File: config.mk
export PLATFORM = sky130hd
export DESIGN_NAME = fc_func_stream_flat
export DESIGN_NICKNAME = d
export VERILOG_FILES = /design/src/rtl/fc_func_pkg.sv /design/src/rtl/fc_func_stream_if.sv /design/src/rtl/fc_act_unit.sv /design/src/rtl/fc_func_stream.sv /design/src/flat_wrapper.sv
export SDC_FILE = /design/constraint.sdc
export NUM_CORES = 2
export LEC_CHECK = 0
export BUFFER_PORTS_ARGS = -buffer_cell sky130_fd_sc_hd__buf_2
export CORE_ASPECT_RATIO = 0.6
export CORE_MARGIN = 2
export CORE_UTILIZATION = 30
export CTS_CLUSTER_SIZE = 25
export DETAILED_ROUTE_END_ITERATION = 12
export PLACE_DENSITY = 0.43
export SYNTH_ARGS = -nofsm -noshare
export SYNTH_HDL_FRONTEND = slang
export SYNTH_SLANG_ARGS = --single-unit
File: constraint.sdc
create_clock -name clk -period 13.4 [get_ports clk]
set_input_delay 2.68 -clock clk [delete_from_list [all_inputs] [get_ports clk]]
set_output_delay 2.68 -clock clk [all_outputs]
set_load 0.01 [all_outputs]
File: src/rtl/fc_func_pkg.sv
// Shared types and derived-width helpers for the FC func streaming unit.
package fc_func_pkg;

    typedef enum logic [1:0] {
        IDLE  = 2'd0,
        READ  = 2'd1,
        DRAIN = 2'd2,
        DONE  = 2'd3
    } t_fc_func_state;

    typedef enum logic [1:0] {
        RELU_TRUNC     = 2'd0,
        RELU_SAT       = 2'd1,
        RELU_SHIFT_SAT = 2'd2,
        RESERVED       = 2'd3
    } t_act_mode;

    // Binary (1-bit) activations carry only the popcount in the obuf.
    function automatic int obuf_data_size(input int data_size, input int xbar_size);
        return (data_size == 1) ? $clog2(xbar_size) : 2 * data_size + $clog2(xbar_size);
    endfunction

    function automatic int ceil_div(input int a, input int b);
        return (a + b - 1) / b;
    endfunction

    // One extra bit beyond the tile-sum growth keeps the signed sum overflow-free.
    function automatic int acc_width(input int obuf_w, input int v_tiles);
        return obuf_w + $clog2(v_tiles) + 1;
    endfunction

    function automatic int addr_width(input int num_addr);
        return (num_addr <= 1) ? 1 : $clog2(num_addr);
    endfunction

    function automatic int shift_width(input int acc_w);
        return (acc_w <= 1) ? 1 : $clog2(acc_w);
    endfunction

endpackage

File: src/rtl/fc_func_stream_if.sv
// Obuf read port, next-buffer write port and start/ready handshake of fc_func_stream.
interface fc_func_stream_if #(
    parameter int DATA_SIZE      = 8,
    parameter int INPUT_NEURONS  = 128,
    parameter int OUTPUT_NEURONS = 512,
    parameter int XBAR_SIZE      = 256,
    parameter int OBUF_BUS_WIDTH = 46
);
    import fc_func_pkg::*;

    localparam int OBUF_DATA_SIZE    = obuf_data_size(DATA_SIZE, XBAR_SIZE);
    localparam int NUM_CHANNELS      = OBUF_BUS_WIDTH / OBUF_DATA_SIZE;
    localparam int ELEMENTS_PER_TILE = XBAR_SIZE / DATA_SIZE;
    localparam int NUM_ADDR          = ceil_div(ELEMENTS_PER_TILE, NUM_CHANNELS);
    localparam int H_CIM_TILES       = ceil_div(OUTPUT_NEURONS, ELEMENTS_PER_TILE);
    localparam int V_CIM_TILES       = ceil_div(INPUT_NEURONS, XBAR_SIZE);
    localparam int ACC_WIDTH         = acc_width(OBUF_DATA_SIZE, V_CIM_TILES);
    localparam int AW                = addr_width(NUM_ADDR);
    localparam int SHIFT_W           = shift_width(ACC_WIDTH);

    logic                             i_start;
    logic                             o_ready;
    logic                             i_cim_ready;
    logic [1:0]                       i_mode;
    logic [SHIFT_W-1:0]               i_shift;
    logic signed [OBUF_DATA_SIZE-1:0] i_data [H_CIM_TILES][NUM_CHANNELS][V_CIM_TILES];
    logic [AW-1:0]                    o_addr;
    logic [DATA_SIZE-1:0]             o_data [H_CIM_TILES*NUM_CHANNELS];
    logic [NUM_CHANNELS-1:0]          o_lane_valid;
    logic [AW-1:0]                    o_wr_addr;
    logic                             o_write_enable;
    logic                             i_next_ready;
    logic                             o_start;

    modport master (
        input  i_start, i_cim_ready, i_mode, i_shift, i_data, i_next_ready,
        output o_ready, o_addr, o_data, o_lane_valid, o_wr_addr, o_write_enable, o_start
    );

    modport slave (
        output i_start, i_cim_ready, i_mode, i_shift, i_data, i_next_ready,
        input  o_ready, o_addr, o_data, o_lane_valid, o_wr_addr, o_write_enable, o_start
    );

endinterface

File: src/rtl/fc_act_unit.sv
// Combinational single-element activation: ReLU with truncation, saturation or shift+saturation.
module fc_act_unit #(
    parameter int ACC_WIDTH = 25,
    parameter int DATA_SIZE = 8
) (
    input  logic signed [ACC_WIDTH-1:0]                      acc_i,
    input  fc_func_pkg::t_act_mode                           mode_i,
    input  logic [fc_func_pkg::shift_width(ACC_WIDTH)-1:0]   shift_i,
    output logic [DATA_SIZE-1:0]                             res_o
);
    import fc_func_pkg::*;

    localparam logic signed [ACC_WIDTH-1:0] MAX_VAL =
        {{(ACC_WIDTH-DATA_SIZE){1'b0}}, {DATA_SIZE{1'b1}}};

    function automatic logic [DATA_SIZE-1:0] relu_trunc(input logic signed [ACC_WIDTH-1:0] a);
        return (a <= 0) ? '0 : a[DATA_SIZE-1:0];
    endfunction

    function automatic logic [DATA_SIZE-1:0] relu_sat(input logic signed [ACC_WIDTH-1:0] a);
        if (a <= 0)
            return '0;
        else if (a > MAX_VAL)
            return '1;
        else
            return a[DATA_SIZE-1:0];
    endfunction

    // Arithmetic shift floors toward minus infinity, so small negatives stay negative.
    logic signed [ACC_WIDTH-1:0] shifted;
    assign shifted = acc_i >>> shift_i;

    // Select the activation; the reserved mode falls back to plain saturation.
    always_comb begin
        res_o = relu_sat(acc_i);
        case (mode_i)
            RELU_TRUNC:     res_o = relu_trunc(acc_i);
            RELU_SHIFT_SAT: res_o = relu_sat(shifted);
            default:        res_o = relu_sat(acc_i);
        endcase
    end

endmodule

File: src/rtl/fc_func_stream.sv
// Streams a layer's CIM output buffer through tile summation and activation into the next input buffer.
module fc_func_stream #(
    parameter int DATA_SIZE      = 8,
    parameter int INPUT_NEURONS  = 128,
    parameter int OUTPUT_NEURONS = 512,
    parameter int XBAR_SIZE      = 256,
    parameter int OBUF_BUS_WIDTH = 46
) (
    input logic              clk,
    input logic              rst_n,
    fc_func_stream_if.master bus
);
    import fc_func_pkg::*;

    localparam int OBUF_DATA_SIZE    = obuf_data_size(DATA_SIZE, XBAR_SIZE);
    localparam int NUM_CHANNELS      = OBUF_BUS_WIDTH / OBUF_DATA_SIZE;
    localparam int ELEMENTS_PER_TILE = XBAR_SIZE / DATA_SIZE;
    localparam int NUM_ADDR          = ceil_div(ELEMENTS_PER_TILE, NUM_CHANNELS);
    localparam int H_CIM_TILES       = ceil_div(OUTPUT_NEURONS, ELEMENTS_PER_TILE);
    localparam int V_CIM_TILES       = ceil_div(INPUT_NEURONS, XBAR_SIZE);
    localparam int ACC_WIDTH         = acc_width(OBUF_DATA_SIZE, V_CIM_TILES);
    localparam int LAST_LANES        = ELEMENTS_PER_TILE - (NUM_ADDR - 1) * NUM_CHANNELS;
    localparam int AW                = addr_width(NUM_ADDR);
    localparam int SHIFT_W           = shift_width(ACC_WIDTH);
    localparam int NLANES            = H_CIM_TILES * NUM_CHANNELS;
    localparam logic [AW-1:0] LAST_ADDR = AW'(NUM_ADDR - 1);

    function automatic logic signed [ACC_WIDTH-1:0] sext_acc(input logic signed [OBUF_DATA_SIZE-1:0] x);
        return {{(ACC_WIDTH-OBUF_DATA_SIZE){x[OBUF_DATA_SIZE-1]}}, x};
    endfunction

    t_fc_func_state          state_q, state_d;
    logic [AW-1:0]           addr_q, addr_d;
    t_act_mode               mode_q, mode_d;
    logic [SHIFT_W-1:0]      shift_q, shift_d;
    logic                    stall;

    logic signed [ACC_WIDTH-1:0] acc_d [NLANES];
    logic [NUM_CHANNELS-1:0]     mask_d;
    logic signed [ACC_WIDTH-1:0] acc_p1_q [NLANES];
    logic                        vld_p1_q;
    logic [AW-1:0]               tag_p1_q;
    logic [NUM_CHANNELS-1:0]     mask_p1_q;

    logic [DATA_SIZE-1:0]        act_res [NLANES];
    logic [DATA_SIZE-1:0]        data_p2_d [NLANES];
    logic [NUM_CHANNELS-1:0]     lane_p2_d;
    logic [DATA_SIZE-1:0]        data_p2_q [NLANES];
    logic                        vld_p2_q;
    logic [AW-1:0]               tag_p2_q;
    logic [NUM_CHANNELS-1:0]     lane_p2_q;

    // A presented write that the next module refuses freezes the whole pipe.
    assign stall = vld_p2_q && !bus.i_next_ready;

    // Next-state logic: accept, address sequencing and drain.
    always_comb begin
        state_d = state_q;
        addr_d  = addr_q;
        mode_d  = mode_q;
        shift_d = shift_q;
        case (state_q)
            IDLE: begin
                if (bus.i_start && bus.i_cim_ready && bus.i_next_ready) begin
                    state_d = READ;
                    addr_d  = '0;
                    mode_d  = t_act_mode'(bus.i_mode);
                    shift_d = bus.i_shift;
                end
            end
            READ: begin
                if (!stall) begin
                    if (addr_q == LAST_ADDR)
                        state_d = DRAIN;
                    else
                        addr_d = addr_q + AW'(1);
                end
            end
            DRAIN: begin
                if (!vld_p1_q && !vld_p2_q)
                    state_d = DONE;
            end
            default: state_d = IDLE;
        endcase
    end

    // Control state register.
    always_ff @(posedge clk or negedge rst_n) begin
        if (!rst_n) begin
            state_q <= IDLE;
            addr_q  <= '0;
            mode_q  <= RELU_TRUNC;
            shift_q <= '0;
        end else begin
            state_q <= state_d;
            addr_q  <= addr_d;
            mode_q  <= mode_d;
            shift_q <= shift_d;
        end
    end

    // ---- stage 0 -> 1: sum the vertical tiles and build the lane mask ----
    // Sign-extended sum of each lane's vertical partials.
    always_comb begin
        for (int i = 0; i < H_CIM_TILES; i++) begin
            for (int j = 0; j < NUM_CHANNELS; j++) begin
                acc_d[i*NUM_CHANNELS+j] = '0;
                for (int k = 0; k < V_CIM_TILES; k++) begin
                    acc_d[i*NUM_CHANNELS+j] = acc_d[i*NUM_CHANNELS+j] + sext_acc(bus.i_data[i][j][k]);
                end
            end
        end
    end

    // Only the final address is short; it keeps the low LAST_LANES channels.
    always_comb begin
        for (int j = 0; j < NUM_CHANNELS; j++) begin
            mask_d[j] = (addr_q != LAST_ADDR) || (j < LAST_LANES);
        end
    end

    // Stage-1 accumulator datapath register (no reset needed on data).
    always_ff @(posedge clk) begin
        if (!stall) begin
            acc_p1_q <= acc_d;
        end
    end

    // ---- stage 1 -> 2: activation and masking into the write register ----
    for (genvar n = 0; n < NLANES; n++) begin : g_act
        fc_act_unit #(
            .ACC_WIDTH (ACC_WIDTH),
            .DATA_SIZE (DATA_SIZE)
        ) u_act (
            .acc_i   (acc_p1_q[n]),
            .mode_i  (mode_q),
            .shift_i (shift_q),
            .res_o   (act_res[n])
        );
    end

    // Masked or empty lanes are forced to zero.
    always_comb begin
        for (int i = 0; i < H_CIM_TILES; i++) begin
            for (int j = 0; j < NUM_CHANNELS; j++) begin
                data_p2_d[i*NUM_CHANNELS+j] = '0;
                if (vld_p1_q && mask_p1_q[j])
                    data_p2_d[i*NUM_CHANNELS+j] = act_res[i*NUM_CHANNELS+j];
            end
        end
        lane_p2_d = vld_p1_q ? mask_p1_q : '0;
    end

    // Pipe valids, tags, masks and write data; all hold while stalled.
    always_ff @(posedge clk or negedge rst_n) begin
        if (!rst_n) begin
            vld_p1_q  <= 1'b0;
            tag_p1_q  <= '0;
            mask_p1_q <= '0;
            vld_p2_q  <= 1'b0;
            tag_p2_q  <= '0;
            lane_p2_q <= '0;
            for (int n = 0; n < NLANES; n++) data_p2_q[n] <= '0;
        end else if (!stall) begin
            vld_p1_q  <= (state_q == READ);
            tag_p1_q  <= addr_q;
            mask_p1_q <= mask_d;
            vld_p2_q  <= vld_p1_q;
            tag_p2_q  <= tag_p1_q;
            lane_p2_q <= lane_p2_d;
            data_p2_q <= data_p2_d;
        end
    end

    assign bus.o_ready        = (state_q == IDLE);
    assign bus.o_start        = (state_q == DONE);
    assign bus.o_addr         = addr_q;
    assign bus.o_data         = data_p2_q;
    assign bus.o_lane_valid   = lane_p2_q;
    assign bus.o_wr_addr      = tag_p2_q;
    assign bus.o_write_enable = vld_p2_q;

endmodule

File: src/flat_wrapper.sv
// flat-port wrapper written by rule: the top's interface ports become plain ports
module fc_func_stream_flat import fc_func_pkg::*;
#(
    parameter int DATA_SIZE      = 8,
    parameter int INPUT_NEURONS  = 128,
    parameter int OUTPUT_NEURONS = 512,
    parameter int XBAR_SIZE      = 256,
    parameter int OBUF_BUS_WIDTH = 46
)
  (clk, rst_n, bus_i_start, bus_i_cim_ready, bus_i_mode, bus_i_shift, bus_i_data, bus_i_next_ready, bus_o_ready, bus_o_addr, bus_o_data, bus_o_lane_valid, bus_o_wr_addr, bus_o_write_enable, bus_o_start);
  fc_func_stream_if #(.DATA_SIZE(DATA_SIZE), .INPUT_NEURONS(INPUT_NEURONS), .OUTPUT_NEURONS(OUTPUT_NEURONS), .XBAR_SIZE(XBAR_SIZE), .OBUF_BUS_WIDTH(OBUF_BUS_WIDTH)) bus_i ();
  input logic clk;
  input logic rst_n;
  input wire logic [$bits(bus_i.i_start)-1:0] bus_i_start;
  input wire logic [$bits(bus_i.i_cim_ready)-1:0] bus_i_cim_ready;
  input wire logic [$bits(bus_i.i_mode)-1:0] bus_i_mode;
  input wire logic [$bits(bus_i.i_shift)-1:0] bus_i_shift;
  input wire logic [$bits(bus_i.i_data)-1:0] bus_i_data;
  input wire logic [$bits(bus_i.i_next_ready)-1:0] bus_i_next_ready;
  output wire logic [$bits(bus_i.o_ready)-1:0] bus_o_ready;
  output wire logic [$bits(bus_i.o_addr)-1:0] bus_o_addr;
  output wire logic [$bits(bus_i.o_data)-1:0] bus_o_data;
  output wire logic [$bits(bus_i.o_lane_valid)-1:0] bus_o_lane_valid;
  output wire logic [$bits(bus_i.o_wr_addr)-1:0] bus_o_wr_addr;
  output wire logic [$bits(bus_i.o_write_enable)-1:0] bus_o_write_enable;
  output wire logic [$bits(bus_i.o_start)-1:0] bus_o_start;
  assign bus_i.i_start = bus_i_start;
  assign bus_i.i_cim_ready = bus_i_cim_ready;
  assign bus_i.i_mode = bus_i_mode;
  assign bus_i.i_shift = bus_i_shift;
  assign bus_i.i_data = {>>{bus_i_data}};
  assign bus_i.i_next_ready = bus_i_next_ready;
  assign bus_o_ready = bus_i.o_ready;
  assign bus_o_addr = bus_i.o_addr;
  assign bus_o_data = {>>{bus_i.o_data}};
  assign bus_o_lane_valid = bus_i.o_lane_valid;
  assign bus_o_wr_addr = bus_i.o_wr_addr;
  assign bus_o_write_enable = bus_i.o_write_enable;
  assign bus_o_start = bus_i.o_start;
  fc_func_stream #(.DATA_SIZE(DATA_SIZE), .INPUT_NEURONS(INPUT_NEURONS), .OUTPUT_NEURONS(OUTPUT_NEURONS), .XBAR_SIZE(XBAR_SIZE), .OBUF_BUS_WIDTH(OBUF_BUS_WIDTH)) u_core (.clk(clk), .rst_n(rst_n), .bus(bus_i));
endmodule
-- Yosys cells after proc, flatten, opt, wreduce, memory -nomap -nowiden
Cells that the tools add are included.
- logic and storage cells: 269
- output and inout port bits: 142
- bits of input ports: 396
- register bits: 540
- shifts and indexed selects: 16
- order comparisons: 64
- equality and inequality tests: 10
- mux-type cells: 122
- $add $sub $neg: 1
- reductions and logical operators: 14
- operator list (kind ; count):
    8-bit two-way mux ; 96
    25-bit by 9-bit greater-than comparator with 1-bit output, second input constant ; 16
    25-bit by 1-bit less-or-equal comparator with 1-bit output, second input constant ; 16
    24-bit by 5-bit >>> shifter with 25-bit output ; 16
    24-bit by 9-bit greater-than comparator with 1-bit output, second input constant ; 16
    24-bit by 1-bit less-or-equal comparator with 1-bit output, second input constant ; 16
    8-bit case mux with 2 select lines ; 16
    5-bit two-way mux ; 3
    5-bit case mux with 2 select lines ; 1
    2-bit two-way mux ; 4
    4-bit AND reduction ; 2
    2-bit == test, second input constant ; 3
    2-bit by 1-bit inequality test with 1-bit output, second input constant ; 3
    2-bit case mux with 3 select lines ; 1
    5-bit by 1-bit adder with 5-bit output, second input constant ; 1
    5-bit == test, second input constant ; 1
    1-bit logical AND ; 5
    2-bit logical NOT ; 2
    2-bit inequality test, second input constant ; 2
    1-bit logical NOT ; 3
    2-bit by 1-bit == test with 1-bit output, second input constant ; 1
    2-bit AND reduction ; 1
    2-bit nonzero test ; 1
    1-bit two-way mux ; 1

-- Depth between registers and ports, before layout
- depth in word-level cells: 6
- gate-level depth with buffers: 17
- depth with buffers taken out: 8

-- Hierarchy
Synthesis repeated with hierarchy kept, for this count alone.
- cell total of the unflattened synthesis: 4864
- area total of the unflattened synthesis: 49165.9 µm²
- by module, submodules not included (module ; area each (µm²) ; seq. area each (µm²) ; instances ; cells an instance):
    fc_act_unit at u_core.g_act[0].u_act ... ; 1994.4 ; 0.0 ; 15 ; 255
    fc_func_stream ; 17356.6 ; 15434.8 ; 1 ; 790
    fc_act_unit at u_core.g_act[9].u_act ; 1893.1 ; 0.0 ; 1 ; 249

-- Worst setup path after synthesis
No wires, ideal clock.
- path kind: input to register
- start point: input bus_i_next_ready
- end point: register u_core.acc_p1_q[0] in the netlist's numbering, enable pin
- stages on the path: 4
- library setup time: 898 ps
- data arrival time: 13489 ps
- data required time: 12502 ps
- path buffers: 2
- setup slack: -987 ps
- cell sequence: nor2b_1 -> clkbuf_1 -> clkinv_1 -> clkbuf_1
- longest elaborated chain between the ends: 2
- ends and longest elaborated chain (item ; line ; text):
    start, declared ; flat_wrapper.sv:19 ; input wire logic [$bits(bus_i.i_next_ready)-1:0] bus_i_next_ready;
    1-bit logical NOT ; fc_func_stream.sv:54 ; assign stall = vld_p2_q && !bus.i_next_ready;
    1-bit logical AND ; fc_func_stream.sv:54 ;
    end signal, assigned ; fc_func_stream.sv:125 ; acc_p1_q <= acc_d;
    end, declared ; fc_func_stream.sv:40 ; logic signed [ACC_WIDTH-1:0] acc_p1_q [NLANES];
Every way passes these cells.
A chain may end at the register's enable or synchronous reset.

-- Final worst setup path
- start point: register u_core.shift_q[1]
- end point: register u_core.data_p2_q (netlist bit u_core.bus.o_data[99])
- longest elaborated chain between the ends: 6
- elaborated cells between the ends (all ways): 7
- classes of those cells: order compare: 2; shift: 1; mux: 4
- ends and longest elaborated chain (item ; line ; text):
    start, declared ; fc_func_stream.sv:35 ; logic [SHIFT_W-1:0] shift_q, shift_d;
    start signal, assigned ; fc_func_stream.sv:98 ; shift_q <= shift_d;
    24-bit by 5-bit >>> shifter with 25-bit output (*) ; fc_act_unit.sv:31 ; assign shifted = acc_i >>> shift_i;
    25-bit by 9-bit greater-than comparator with 1-bit output ; fc_act_unit.sv:23 ; else if (a > MAX_VAL)
    8-bit two-way mux ; fc_act_unit.sv:23 ;
    8-bit two-way mux (*) ; fc_act_unit.sv:21 ; if (a <= 0)
    8-bit case mux with 2 select lines (*) ; fc_act_unit.sv:36 ; case (mode_i)
    8-bit two-way mux (*) ; fc_func_stream.sv:147 ; if (vld_p1_q && mask_p1_q[j])
    end signal, assigned ; fc_func_stream.sv:171 ; data_p2_q <= data_p2_d;
    end, declared ; fc_func_stream.sv:48 ; logic [DATA_SIZE-1:0] data_p2_q [NLANES];
Mark *: on every way between the ends. The rest lies on a longest branch, timed or not.

==> results.yml <==
worst_hold_path:
  worstHoldPathType: "reg2reg"
  holdCritStartpoint: "u_core.bus.o_data[96]"
placed_design:
  hpwl_microns: 124000
  gp_congestion: 0.906
  port_buffers: 537
timing:
  maxSlewViolCount: 0
  whs_ns: 0.460
  min_period_over_period_pct: 40.1
  tns_ns: 0
  slew_headroom_pct: 22.5
  setup_viol_count_final: 0
  min_period_ns: 5.37
  tightest_slew_ns: 1.13
  max_freq_mhz: 186
  fin_skew_ns: 0.0304
  finalHoldViolCount: 0
  rsz0062_at_grt: "false"
finish:
  nets: 4318
  final_layout_size_suffix_gt1_share_pct: 28.0
  area_delta_synth_final_pct: 15.3
  mostFrequentLayoutCells: "buf_2 (536), nand2_1 (444), edfxtp_1 (384), a21oi_1 (251), mux4_2 (239)"
  layout_commonest_cell: "buf_2"
die:
  initial_utilization_pct: 30.2
  fp.dieW_microns: 464
  rows: 101
  core_sq_um: 126000
  ios: 538
  die_h_microns: 280
  design.die.area_sq_um: 130000
pwr:
  intPower_mw: 5.87
  power.total_mw: 11.6
  peakVddDrop_v: 0.000194
  netSwitchingPower_mw: 5.74
  p_seq_share_pct: 24.9
  power_frac_clock_pct: 15.4
  p_leak_nw: 16.9
  switching_share_pct: 49.4
  p_comb_share_pct: 59.6
  p_per_area_nw_per_um2: 264
drt:
  wirelength_microns: 171000
  met3_length_microns: 19200
  route.top_layer_used: "met5"
  first_pass_iters: 6
  wl_met2_microns: 65900
  wl_met1_microns: 83000
  viasPerCell: 5.97
  wl_per_cell_microns: 30.2
  drtIter0Drc: 4325
  route.vias.total: 33900
  drc: 0
  ant_nets: 0
yosys:
  synth_edf_count: 384
  netlist.area_leader.share_pct: 30.2
  synth_cells: 3577
  synthTopCellsByArea: "edfxtp_1 (30%), mux4_2 (14%), dfrtp_1 (10%), mux2i_1 (6.1%), nand2_1 (4.4%)"
  synth-async-reset-ratio_pct: 28.9
  seq_area_frac_synth_pct: 40.5
  syn_nets: 3979
  ys_ff_latch: 540
  ys_types: 93
  synth_ff_type: "edfxtp_1"
  synth_warnings: 0
  avgSynthCellArea_sq_um: 10.7
  netlist_area_sq_um: 38200
  synth_area_leader_cell: "edfxtp_1"
global_route:
  grt_overflow: 0
  grt_pass1_vias: 31500
  gr-usage-all-layers_pct: 25.6
  grt_pass1_wl_microns: 244000
  grt_max_degree: 164
  grt_antenna_before_repair: 25
worst_setup_path:
  cp_data_required_time_ns: 13.95
  setup.worst_path.start_class: "flop"
  path_class: "reg2reg"
  worst_setup_path_end_kind: "flop"
  arrival_ns: 5.92
  critical_path.startpoint: "u_core.shift_q[1]"
  crit_fanout: 57
  r2r-start: "u_core.shift_q[1]"
clock_tree:
  cts_repair_resize_count: 0
  cts_buffers: 59
  clkTransAtPathRegs_ns: 0.07
  cts_tree: "yes"
  clk_latency_ns: 0.69
  cts.sinks: 540
  clockBufferDepth: 3
  post_cts_buffers: 0
  htreeDepth: 2
  cts_root_buffer: "clkbuf_16"
  hold_buffers: 0
run:
  max-cap-violations: 0
outcome:
  status: "complete, no violations"
-- logic make-up (layout without fill, tap and decap cells) --
group	Yosys count	in the layout	share of synthesized area [%]
other cells	0	7	0
mux	598	598	24.3
flops	540	540	40.5
fa+ha+maj	6	6	0.197
simple gates	1066	1066	12.9
compound gates	1012	1012	17.5
buf+inv	355	743	4.67
-- routing by layer --
layer	global-route usage [%]	vias up
met2	33.0	1737
met4	4.56	18
met1	40.7	17100
li1	-	14900
met5	0	-
met3	8.23	182
-- through the flow --
stage / std cells / cell area, sq um / setup WS, ns / util [%]
global route: 5664 / 44000 / 7.53 / 34.8
CTS: 5664 / 44000 / 8.01 / 34.8
global placement: 5554 / 42000 / 7.30 / 33.2
detailed placement: 5554 / 42000 / 7.29 / 33.2
floorplan: 3577 / 38200 / 4.91 / -
finish: 5671 / 44000 / 8.03 / 34.8
-- synthesized netlist by cell type, types with 14 or more instances --
cell type / count
nor3_1: 93
buf_2: 75
a211oi_1: 59
o21ai_1: 14
mux2_2: 116
and2_1: 14
nand2_1: 444
and3_1: 16
nand3_1: 40
nor2_1: 225
a31oi_1: 39
dfrtp_1: 156
a21oi_1: 251
a2111oi_0: 14
mux4_2: 239
or3_1: 20
buf_4: 42
inv_1: 33
nand2b_1: 35
nor2b_1: 38
a22oi_1: 19
mux2i_1: 234
buf_6: 22
a22o_1: 15
a21o_1: 17
nand4_1: 24
edfxtp_1: 384
buf_1: 33
clkbuf_1: 143
nor4_1: 66
a32oi_1: 16
o221ai_1: 44
o211ai_1: 59
o31ai_1: 21
o22ai_1: 52
o21ai_0: 225
-- flip-flops by register name, summed over array words and instances (netlist names) --
register                   flops
u_core.acc_p1_q              384
u_core.bus.o_addr              5
u_core.bus.o_data            128
u_core.bus.o_lane_valid        1
u_core.bus.o_wr_addr           5
u_core.bus.o_write_enable      1
u_core.mask_p1_q               1
u_core.mode_q                  2
u_core.shift_q                 5
u_core.state_q                 2
u_core.tag_p1_q                5
u_core.vld_p1_q                1
-- critical path, cell delays in order (launching register included) --
cell and delay, ns:
dfrtp_4 0.84, buf_4 0.76, buf_4 0.76, buf_4 0.66
mux4_2 0.60, a21boi_0 0.35, o211ai_1 0.15, a21oi_1 0.17
and4_1 0.23, o211ai_1 0.23, o221ai_1 0.26, nand2_1 0.08
-- cell type report --
cell class,instances,area [sq um]
Clock buffer,75,1590
Sequential cell,540,15500
Multi-Input combinational cell,2682,21000
Inverter,37,164
Timing Repair Buffer,596,3190
Tap cell,1699,2130
Fill cell,13000,82400
Clock inverter,35,442
Antenna cell,7,17.5
-- power by group through the flow --
stage                     Clock, mW  Sequential [mW]  Combinational, mW
final                          1.79             2.90               6.93
after global routing           1.91             2.95               7.41
after CTS                      1.85             2.88               6.81
after detailed placement          0             2.91               6.78
after global placement            0             2.92               6.83
after floorplan                   0             2.65               4.86
-- worst paths after layout --
| path | end | slack, ns | depth (start not counted) |
|---|---|---|---|
| min in group asynchronous | u_core.tag_p1_q[3] | 1.96 | 1 |
| max in group asynchronous | u_core.shift_q[1] | 10.05 | 2 |
| hold / removal | u_core.bus.o_data[96] | 0.46 | 2 |
| hold reg to reg | u_core.bus.o_data[96] | 0.46 | 2 |
| setup / recovery | u_core.bus.o_data[99] | 8.03 | 11 |
| setup reg to reg | u_core.bus.o_data[99] | 8.03 | 11 |
Note: power is estimated with default switching activity, not from simulation.
